--- src/rtl/gf103_pkg.sv ---
// Shared constants and types for GF(103) arithmetic blocks.
package gf103_pkg;

  localparam int unsigned Q     = 103;
  localparam int unsigned K     = 14;
  localparam int unsigned MU    = 159;
  localparam int unsigned IN_W  = 13;
  localparam int unsigned OUT_W = 7;

  typedef logic [OUT_W-1:0] residue_t;

endpackage

--- src/rtl/barrett_core_103.sv ---
// Combinational Barrett reduction of a 13-bit operand modulo 103.
module barrett_core_103
  import gf103_pkg::*;
(
  input  logic [IN_W-1:0] din_a,
  output residue_t        r
);

  localparam logic [20:0] MuW = 21'(MU);
  localparam logic [13:0] QW  = 14'(Q);
  localparam logic [7:0]  Q8  = 8'(Q);

  logic [20:0] p;
  logic [6:0]  qh;
  logic [7:0]  t8;
  logic [7:0]  r0;

  always_comb begin
    p  = 21'(din_a) * MuW;
    qh = 7'(p >> K);
    // True a - qh*Q lies in 0..205, so working modulo 2^8 is exact.
    t8 = 8'(14'(qh) * QW);
    r0 = 8'(din_a) - t8;
    r  = residue_t'((r0 >= Q8) ? (r0 - Q8) : r0);
  end

endmodule

--- src/rtl/barrett_reduce_103.sv ---
// Registered a mod 103 with a valid flag; one-cycle latency, one operand per cycle.
module barrett_reduce_103
  import gf103_pkg::*;
(
  input  logic            clk,
  input  logic            rst,
  input  logic [IN_W-1:0] din_a,
  input  logic            din_valid,
  output logic [OUT_W-1:0] dout_r,
  output logic            dout_valid
);

  residue_t core_r;
  residue_t dout_r_q, dout_r_d;
  logic     dout_valid_q, dout_valid_d;

  barrett_core_103 u_core (
    .din_a (din_a),
    .r     (core_r)
  );

  // Hold on invalid cycles so an X operand never reaches the register.
  always_comb begin
    dout_valid_d = din_valid;
    dout_r_d     = dout_r_q;
    if (din_valid) begin
      dout_r_d = core_r;
    end
  end

  always_ff @(posedge clk or posedge rst) begin
    if (rst) begin
      dout_r_q     <= '0;
      dout_valid_q <= 1'b0;
    end else begin
      dout_r_q     <= dout_r_d;
      dout_valid_q <= dout_valid_d;
    end
  end

  assign dout_r     = dout_r_q;
  assign dout_valid = dout_valid_q;

endmodule

--- config.mk ---
export PLATFORM = sky130hd
export DESIGN_NAME = barrett_reduce_103
export DESIGN_NICKNAME = d
export VERILOG_FILES = /design/src/rtl/gf103_pkg.sv /design/src/rtl/barrett_core_103.sv /design/src/rtl/barrett_reduce_103.sv
export SDC_FILE = /design/constraint.sdc
export NUM_CORES = 1
export LEC_CHECK = 0
export CORE_UTILIZATION = 25
export CTS_CLUSTER_DIAMETER = 30
export CTS_CLUSTER_SIZE = 24
export DETAILED_ROUTE_END_ITERATION = 16
export HOLD_SLACK_MARGIN = 0.03
export MAX_ROUTING_LAYER = met4
export PLACE_DENSITY_LB_ADDON = 0.2
export REMOVE_ABC_BUFFERS = 1
export SLEW_MARGIN = 0
export SYNTH_ARGS = -nofsm -noshare
export SYNTH_HDL_FRONTEND = slang
export SYNTH_SLANG_ARGS = --single-unit
export TNS_END_PERCENT = 30
--- constraint.sdc ---
create_clock -name clk -period 1 [get_ports clk]
set_clock_uncertainty 0.2 [all_clocks]
set_input_delay 0.2 -clock clk [delete_from_list [all_inputs] [get_ports clk]]
set_output_delay 0.2 -clock clk [all_outputs]
set_load 0.02 [all_outputs]
==> metrics.txt, run 1 <==
status=finished with violations; failing checks=setup timing; antenna violations before repair=0; Post-Synth Simple-Gate Area=under 10%; Synth Area in Compound Gates=between 10% and 20%; register bit total from synthesis=8; RSZ-0062 raised after global routing=true; antenna-violating nets left=0; Num CTS Buffers=3; Setup crit end kind=flip-flop; Post-Synth Adder-Cell Area=between 50% and 60%; GRT Overall Usage=12.0%; final slew viol count=0; yosys warns=0; global route total overflow=0; final worst-path cycle share=734%; FFs w/ async S/R, synth=100%; Register Area=200 sq um; routed via count=between 2000 and 3000; TritonCTS clock tree=built; clk_lat worst skew=roughly 0.23 ns; worst hold slack=slightly below 0.02 ns; critical path fanouts, max=5; first-pass GRT wire length=around 14000 um; Cell Count, Final, Fillers Out=between 600 and 700; H-tree levels=1; wire per inst=roughly 12 um; CP max stage delay=approximately 0.57 ns; Clock Sinks=8; Layout area overhead=54.1%; MaxCap Viol Count=0; Post-DP Area=roughly 4700 sq um; Worst setup SP type=input port; Max Clk Rate=roughly 140 MHz; class of the worst hold path=input port to async pin; EDFF count, synth=0; drt pass-1 iters=3; Relative slew margins=65.4%; I/O Buffers=23; maximum root-to-sink buffer count=2; Hold Vio Cnt, Final=0; critical path class=input port to flip-flop; RePlAce Congestion=between 0.7 and 0.8; synthesized area=3400 sq um; post-cts hold buffer count=0; Die W=119 um; Ports=24; drt drc=0; Syn Area/Cell=~9.5 sq um; initial core utilization=roughly 26%; chip height=between 100 and 150 um; final worst slack=-6.34 ns; drt initial violations=28; dpl cells=665; Slew @ Worst Pin=0.515 ns; Cell Rows=42; clock transition at the registers of the reported paths=approximately 0.04 ns; post-route cell area=between 5000 and 6000 sq um; Core Util, Final=about two fifths; required time of the critical path=approximately 0.9 ns; final net count=roughly 640; Multi-input gate area=3260 sq um; synthesized netlist cell count=360; crit path time final=between 7 and 8 ns; commonest non-fill, non-tap cells in the layout=buf_4, inv_1, fa_1; diode count=0; # setup viols final=15; Fillers=approximately 1400; share of layout cells above drive strength 1=between 40% and 50%; die area=14100 sq um; register area share after synthesis=between 5 and 6%; arrival time at the worst endpoint=between 7 and 8 ns; post-DR vias/cell=around 4.2; largest net degree at the start of global routing=9; core box area=13200 sq um; vias in the first global route=roughly 3200; multiplexer share of the synthesized area=about 2.4%; Synth Flop Type=dfrtp_1; hpwl dp=about 7000 um; main combinational cell family by area after synthesis=adder cells; Synth Area in XOR/XNOR=under 10%; clk root buf=clkbuf_16; commonest non-fill, non-tap cell in the layout=buf_4; final wirelength=7940 um; slowest cell on the critical path=fa_1; Netlist cell types=52; reg-to-reg slack, setup=-0.17 ns
-- sequential cells by signal, summed over array words and instances (netlist names) --
name and count:
dout_r 7, dout_valid 1
-- cells by family (layout without fill, tap and decap cells) --
family	Yosys count	after routing
compound gates	57	57
xor+xnor	25	25
fa+ha+maj	114	114
buf+inv	100	244
flops	8	8
mux	7	7
simple gates	49	49
-- synth_stat cells, drive strengths merged (2+ instances only) --
master,n,area (sq um)
a31oi,3,18.8
xnor2,16,140
a21o,6,46.3
inv,98,368
o21ai,8,40.0
or3,3,18.8
mux2i,7,82.6
o2111ai,2,17.5
o21a,5,37.5
o211ai,3,22.5
nand2,9,33.8
a21oi,13,65.1
a211oi,2,15.0
dfrtp,8,200
and3,5,36.3
nor2b,3,26.3
nor2,12,45.0
nor3,5,25.0
fa,52,1040
nand3,3,15.0
xor2,9,78.8
ha,62,776
o31a,2,17.5
-- per-stage QoR --
step	setup TNS, ns	setup WS, ns
3_3_place_gp	-52.86	-7.25
6_report	-44.80	-6.34
5_1_grt	-46.97	-6.62
3_5_place_dp	-53.77	-7.38
4_1_cts	-45.13	-6.37
2_1_floorplan	-45.54	-6.68
-- layer usage --
layer / global-route usage (%) / part of all wire (%)
met2: 23.4 / 57
met3: 0.531 / 1.1
met1: 13.7 / 42
met4: 1.82 / 0.35
met5: - / 0
-- what timing repair did --
action | 4_1_cts | 5_1_grt
setup endpoints to repair | 15 | 15
gates cloned | 0 | 0
resized for setup | 108 | 75
pin swaps | 40 | 44
setup buffers | 6 | 6
-- critical path: cells and delay by family --
family / cells / cell delay, ns
compound gates: 7 / 1.27
buf+inv: 6 / 0.33
simple gates: 3 / 0.89
fa+ha+maj: 10 / 3.92
xor+xnor: 1 / 0.17
mux: 2 / 0.47
-- path summary, 6_finish.rpt --
path                                            start                    end  cells after the start
max in group asynchronous                         rst  dout_r[0]$_DFFE_PP0P_                      2
worst min-delay path                              rst  dout_r[5]$_DFFE_PP0P_                      2
min in group clk                dout_r[0]$_DFFE_PP0P_  dout_r[0]$_DFFE_PP0P_                      2
worst max register to register  dout_r[3]$_DFFE_PP0P_  dout_r[3]$_DFFE_PP0P_                      2
worst min register to register  dout_r[0]$_DFFE_PP0P_  dout_r[0]$_DFFE_PP0P_                      2
worst max-delay path                         din_a[6]  dout_r[1]$_DFFE_PP0P_                     29
-- area by class of cell --
type                    count  area share (%)
multi-input cells         252            62.2
repair buffers            143            21.3
inverters                  98            7.02
flip-flops and latches      8            3.82
clock buffers               3            1.43
well taps                 176            4.20
Power of run 1 is left out: the tool's default activity adds up to more than one toggle a clock period on the data nets, which glitch-free logic cannot reach.
==> run 2, diff against run 1 <==
- MAX_ROUTING_LAYER: met4 -> unset
==> run 2 against run 1 <==
Compared with the run above:
- the flow still finishes with violations (setup timing)
- flip-flop and latch count unchanged
- routed wire length about the same
- global-route usage shrank 0.33 points
- count of clock-buffer cells in the layout unchanged
- register-to-register slack is essentially flat
- highest routed layer unchanged
- cell count unchanged
- hold slack is the same
- critical endpoint unchanged
==> metrics.txt, run 2 (synthesized netlist as in run 1, its figures left out) <==
largest net degree at the start of global routing=9; failing checks=setup timing; final slew viol count=0; vias in the first global route=approximately 3200; worst hold slack=about 0.019 ns; final net count=636; critical path class=input port to flip-flop; crit path time final=7.34 ns; Num CTS Buffers=3; RSZ-0062 raised after global routing=true; Buf/Inv on CP=6; Post-DP Area=roughly 4700 sq um; GRT Overall Usage=11.7%; Cell Rows=42; Slew @ Worst Pin=a little over 0.5 ns; chip height=119 um; final worst slack=-6.34 ns; post-route cell area=5240 sq um; arrival time at the worst endpoint=between 7 and 8 ns; required time of the critical path=a little over 0.9 ns; drt initial violations=30; dpl cells=665; drt pass-1 iters=3; core box area=around 13000 sq um; Ports=24; Layout area overhead=54.1%; commonest non-fill, non-tap cell in the layout=buf_4; max reg flops=7; final wirelength=a little under 8000 um; Hold Vio Cnt, Final=0; drt drc=0; Cell Count, Final, Fillers Out=around 700; clk_lat worst skew=between 0.2 and 0.25 ns; wire per inst=~12 um; diode count=0; critical path fanouts, max=5; share of layout cells above drive strength 1=43.1%; CP max stage delay=about 0.57 ns; post-DR vias/cell=roughly 4.2; MaxCap Viol Count=0; TritonCTS clock tree=built; commonest non-fill, non-tap cells in the layout=buf_4, inv_1, fa_1; # setup viols final=15; RePlAce Congestion=a little under 0.8; clk root buf=clkbuf_16; slowest cell on the critical path=fa_1; H-tree levels=1; die area=14100 sq um; routed via count=2868; clock transition at the registers of the reported paths=~0.040 ns; first-pass GRT wire length=approximately 14000 um; pre-CTS setup slack=-7.38 ns; Setup crit end kind=flip-flop; Max Clk Rate=136 MHz; maximum root-to-sink buffer count=2; antenna-violating nets left=0; critical path's top delay family=adder cells; Worst setup SP type=input port; Relative slew margins=65.4%; hpwl dp=6970 um; antenna violations before repair=0; final worst-path cycle share=734%; Die W=about 120 um; class of the worst hold path=input port to async pin; global route total overflow=0; status=finished with violations; initial core utilization=between 20% and 30%; Clock Sinks=8; I/O Buffers=23
[run 2: final timing paths]
| path | startpoint | endpoint | slack (ns) | depth (start not counted) |
|---|---|---|---|---|
| setup / recovery | din_a[6] | dout_r[1]$_DFFE_PP0P_ | -6.34 | 29 |
| hold / removal | rst | dout_r[5]$_DFFE_PP0P_ | 0.02 | 2 |
| setup reg to reg | dout_r[3]$_DFFE_PP0P_ | dout_r[3]$_DFFE_PP0P_ | -0.17 | 2 |
| hold reg to reg | dout_r[0]$_DFFE_PP0P_ | dout_r[0]$_DFFE_PP0P_ | 0.33 | 2 |
| max in group asynchronous | rst | dout_r[0]$_DFFE_PP0P_ | 0.35 | 2 |
| min in group clk | dout_r[0]$_DFFE_PP0P_ | dout_r[0]$_DFFE_PP0P_ | 0.33 | 2 |
[run 2: worst register-to-register path: cells and delay by family (launching register included)]
family                 cells  cell delay, ns
buffers and inverters      1            0.13
AOI/OAI and AO/OA          1            0.37
DFF                        1            0.36
[run 2: final cells by class]
cell class / instances / area [sq um]
fill: 1368 / 8000
multi-input combinational: 252 / 3260
timing repair buffer: 143 / 1120
inverter: 98 / 368
tap: 176 / 220
sequential: 8 / 200
clock buffer: 3 / 75.1
[run 2: timing repair]
action / in CTS / in global routing
hold endpoints to repair: 0 / 0
hold buffers: 0 / 0
pin swaps: 40 / 44
setup endpoints to repair: 15 / 15
setup buffers: 6 / 6
gates resized for setup: 108 / 75
[run 2: metrics by stage]
stage	utilization (%)	TNS [ns]
CTS	37.0	-45.13
floorplan	-	-45.54
global route	39.6	-46.97
global placement	35.1	-52.86
finish	39.6	-44.78
detailed placement	35.1	-53.77
[run 2: metal layers]
layer  routed length [um]  vias to the layer above  GRT usage (%)  part of all wire (%)
met1                 3290                     1379           13.7                    41
li1                     -                     1459              -                     -
met5                    0                        -              0                     0
met3                   90                        5          0.531                   1.1
met4                   28                        0           1.82                  0.35
met2                 4540                       25           23.4                    57
Power of run 2 is left out for the same reason.
==> run 3, diff against run 2 <==
- SKIP_CTS_REPAIR_TIMING: unset -> 1
- TNS_END_PERCENT: 30 -> 5
==> run 3 against run 2 <==
Compared with the run above:
- the flow still finishes with violations (setup timing)
- hold slack got worse by 0.0016 ns
- core utilization down 1.5 points
- critical endpoint unchanged
- highest routed layer unchanged
- via count down 1.1%
==> metrics.txt, run 3 (synthesized netlist as in run 1, its figures left out) <==
status=finished with violations; failing checks=setup timing; drt initial violations=34; arrival time at the worst endpoint=7.25 ns; crit path time final=~7.3 ns; I/O Buffers=23; maximum root-to-sink buffer count=2; routed via count=about 2800; max reg flops=7; Setup crit end kind=flip-flop; antenna violations before repair=0; clock transition at the registers of the reported paths=approximately 0.04 ns; Relative slew margins=65.9%; final net count=629; GRT Overall Usage=11.3%; Slew @ Worst Pin=0.507 ns; Die W=119 um; first-pass GRT wire length=~13000 um; Worst setup SP type=input port; final wirelength=between 7000 and 8000 um; clk_lat worst skew=between 0.2 and 0.25 ns; MaxCap Viol Count=0; # setup viols final=15; TritonCTS clock tree=built; dpl cells=around 670; Num CTS Buffers=3; wire per inst=around 11 um; initial core utilization=between 20% and 30%; share of layout cells above drive strength 1=a little under two fifths; die area=~14000 sq um; Ports=24; vias in the first global route=around 3100; critical path class=input port to flip-flop; diode count=0; H-tree levels=1; core box area=between 10000 and 15000 sq um; post-DR vias/cell=between 4 and 5; class of the worst hold path=input port to async pin; Layout area overhead=48.0%; RePlAce Congestion=approximately 0.77; commonest non-fill, non-tap cells in the layout=buf_4, inv_1, fa_1; required time of the critical path=around 0.9 ns; final worst slack=-6.34 ns; clk root buf=clkbuf_16; RSZ-0062 raised after global routing=true; final slew viol count=0; critical path fanouts, max=5; drt drc=0; drt pass-1 iters=3; largest net degree at the start of global routing=9; Clock Sinks=8; final worst-path cycle share=734%; antenna-violating nets left=0; Cell Count, Final, Fillers Out=about 670; Hold Vio Cnt, Final=0; commonest non-fill, non-tap cell in the layout=buf_4; chip height=119 um; Cell Rows=42; Max Clk Rate=about 140 MHz; global route total overflow=0; hpwl dp=~7000 um
## run 3: cell count changes in the layout (fill, tap and decap cells not counted), sizes merged
cell / previous run / this run
buf: 137 / 120
clkbuf: 6 / 13
dlygate4sd2: 1 / 0
dlymetal6s2s: 0 / 4
## run 3: path summary, 6_finish.rpt
kind | startpoint | endpoint | slack (ns) | cells after the start
max | din_a[7] | dout_r[1]$_DFFE_PP0P_ | -6.34 | 28
min | rst | dout_r[5]$_DFFE_PP0P_ | 0.02 | 2
max reg2reg | dout_r[3]$_DFFE_PP0P_ | dout_r[3]$_DFFE_PP0P_ | -0.17 | 2
min reg2reg | dout_r[0]$_DFFE_PP0P_ | dout_r[0]$_DFFE_PP0P_ | 0.33 | 2
max in group asynchronous | rst | dout_r[0]$_DFFE_PP0P_ | 0.35 | 2
min in group clk | dout_r[0]$_DFFE_PP0P_ | dout_r[0]$_DFFE_PP0P_ | 0.33 | 2
## run 3: metrics by stage
| stage | util (%) | TNS, ns | worst slack (ns) | cell area, sq um | hold slack (ns) |
|---|---|---|---|---|---|
| finish | 38.0 | -44.71 | -6.34 | 5040 | 0.0177 |
| CTS | 35.7 | -53.98 | -7.15 | 4730 | 0.0380 |
| global placement | 35.1 | -52.86 | -7.25 | 4650 | 0.270 |
| global route | 38.0 | -47.03 | -6.62 | 5040 | 0.0427 |
| detailed placement | 35.1 | -53.77 | -7.38 | 4650 | 0.280 |
| floorplan | - | -45.54 | -6.68 | 3390 | -0.184 |
## run 3: cell type report
type                    count  area [sq um]
fillers                  1382          8210
multi-input cells         252          3110
repair buffers            136          1070
inverters                  98           368
well taps                 176           220
flip-flops and latches      8           200
clock buffers               3          75.1
## run 3: critical path, cell delays in order
cell and delay [ns]:
clkbuf_2 0.12, buf_6 0.14, fa_1 0.55, ha_4 0.21
fa_1 0.52, inv_1 0.05, fa_1 0.53, inv_1 0.07
ha_4 0.24, and4_1 0.18, a21o_1 0.19, o21a_1 0.19
or3_4 0.39, xor2_2 0.16, ha_1 0.31, ha_1 0.29
inv_2 0.04, fa_1 0.49, inv_1 0.05, fa_1 0.52
inv_2 0.05, ha_4 0.25, or4b_4 0.45, and3_4 0.19
o311a_4 0.31, mux2i_4 0.23, mux2i_1 0.22, a21oi_1 0.08
## run 3: per-layer routing
layer / part of all wire [%] / vias up / wire (um) / track usage (%)
li1: - / 1441 / - / -
met1: 42 / 1363 / 3260 / 13.2
met2: 56 / 25 / 4280 / 22.7
met3: 1.4 / 7 / 105 / 0.531
met4: 0.47 / 0 / 36 / 1.74
met5: 0 / - / 0 / 0
Power of run 3 is left out for the same reason.
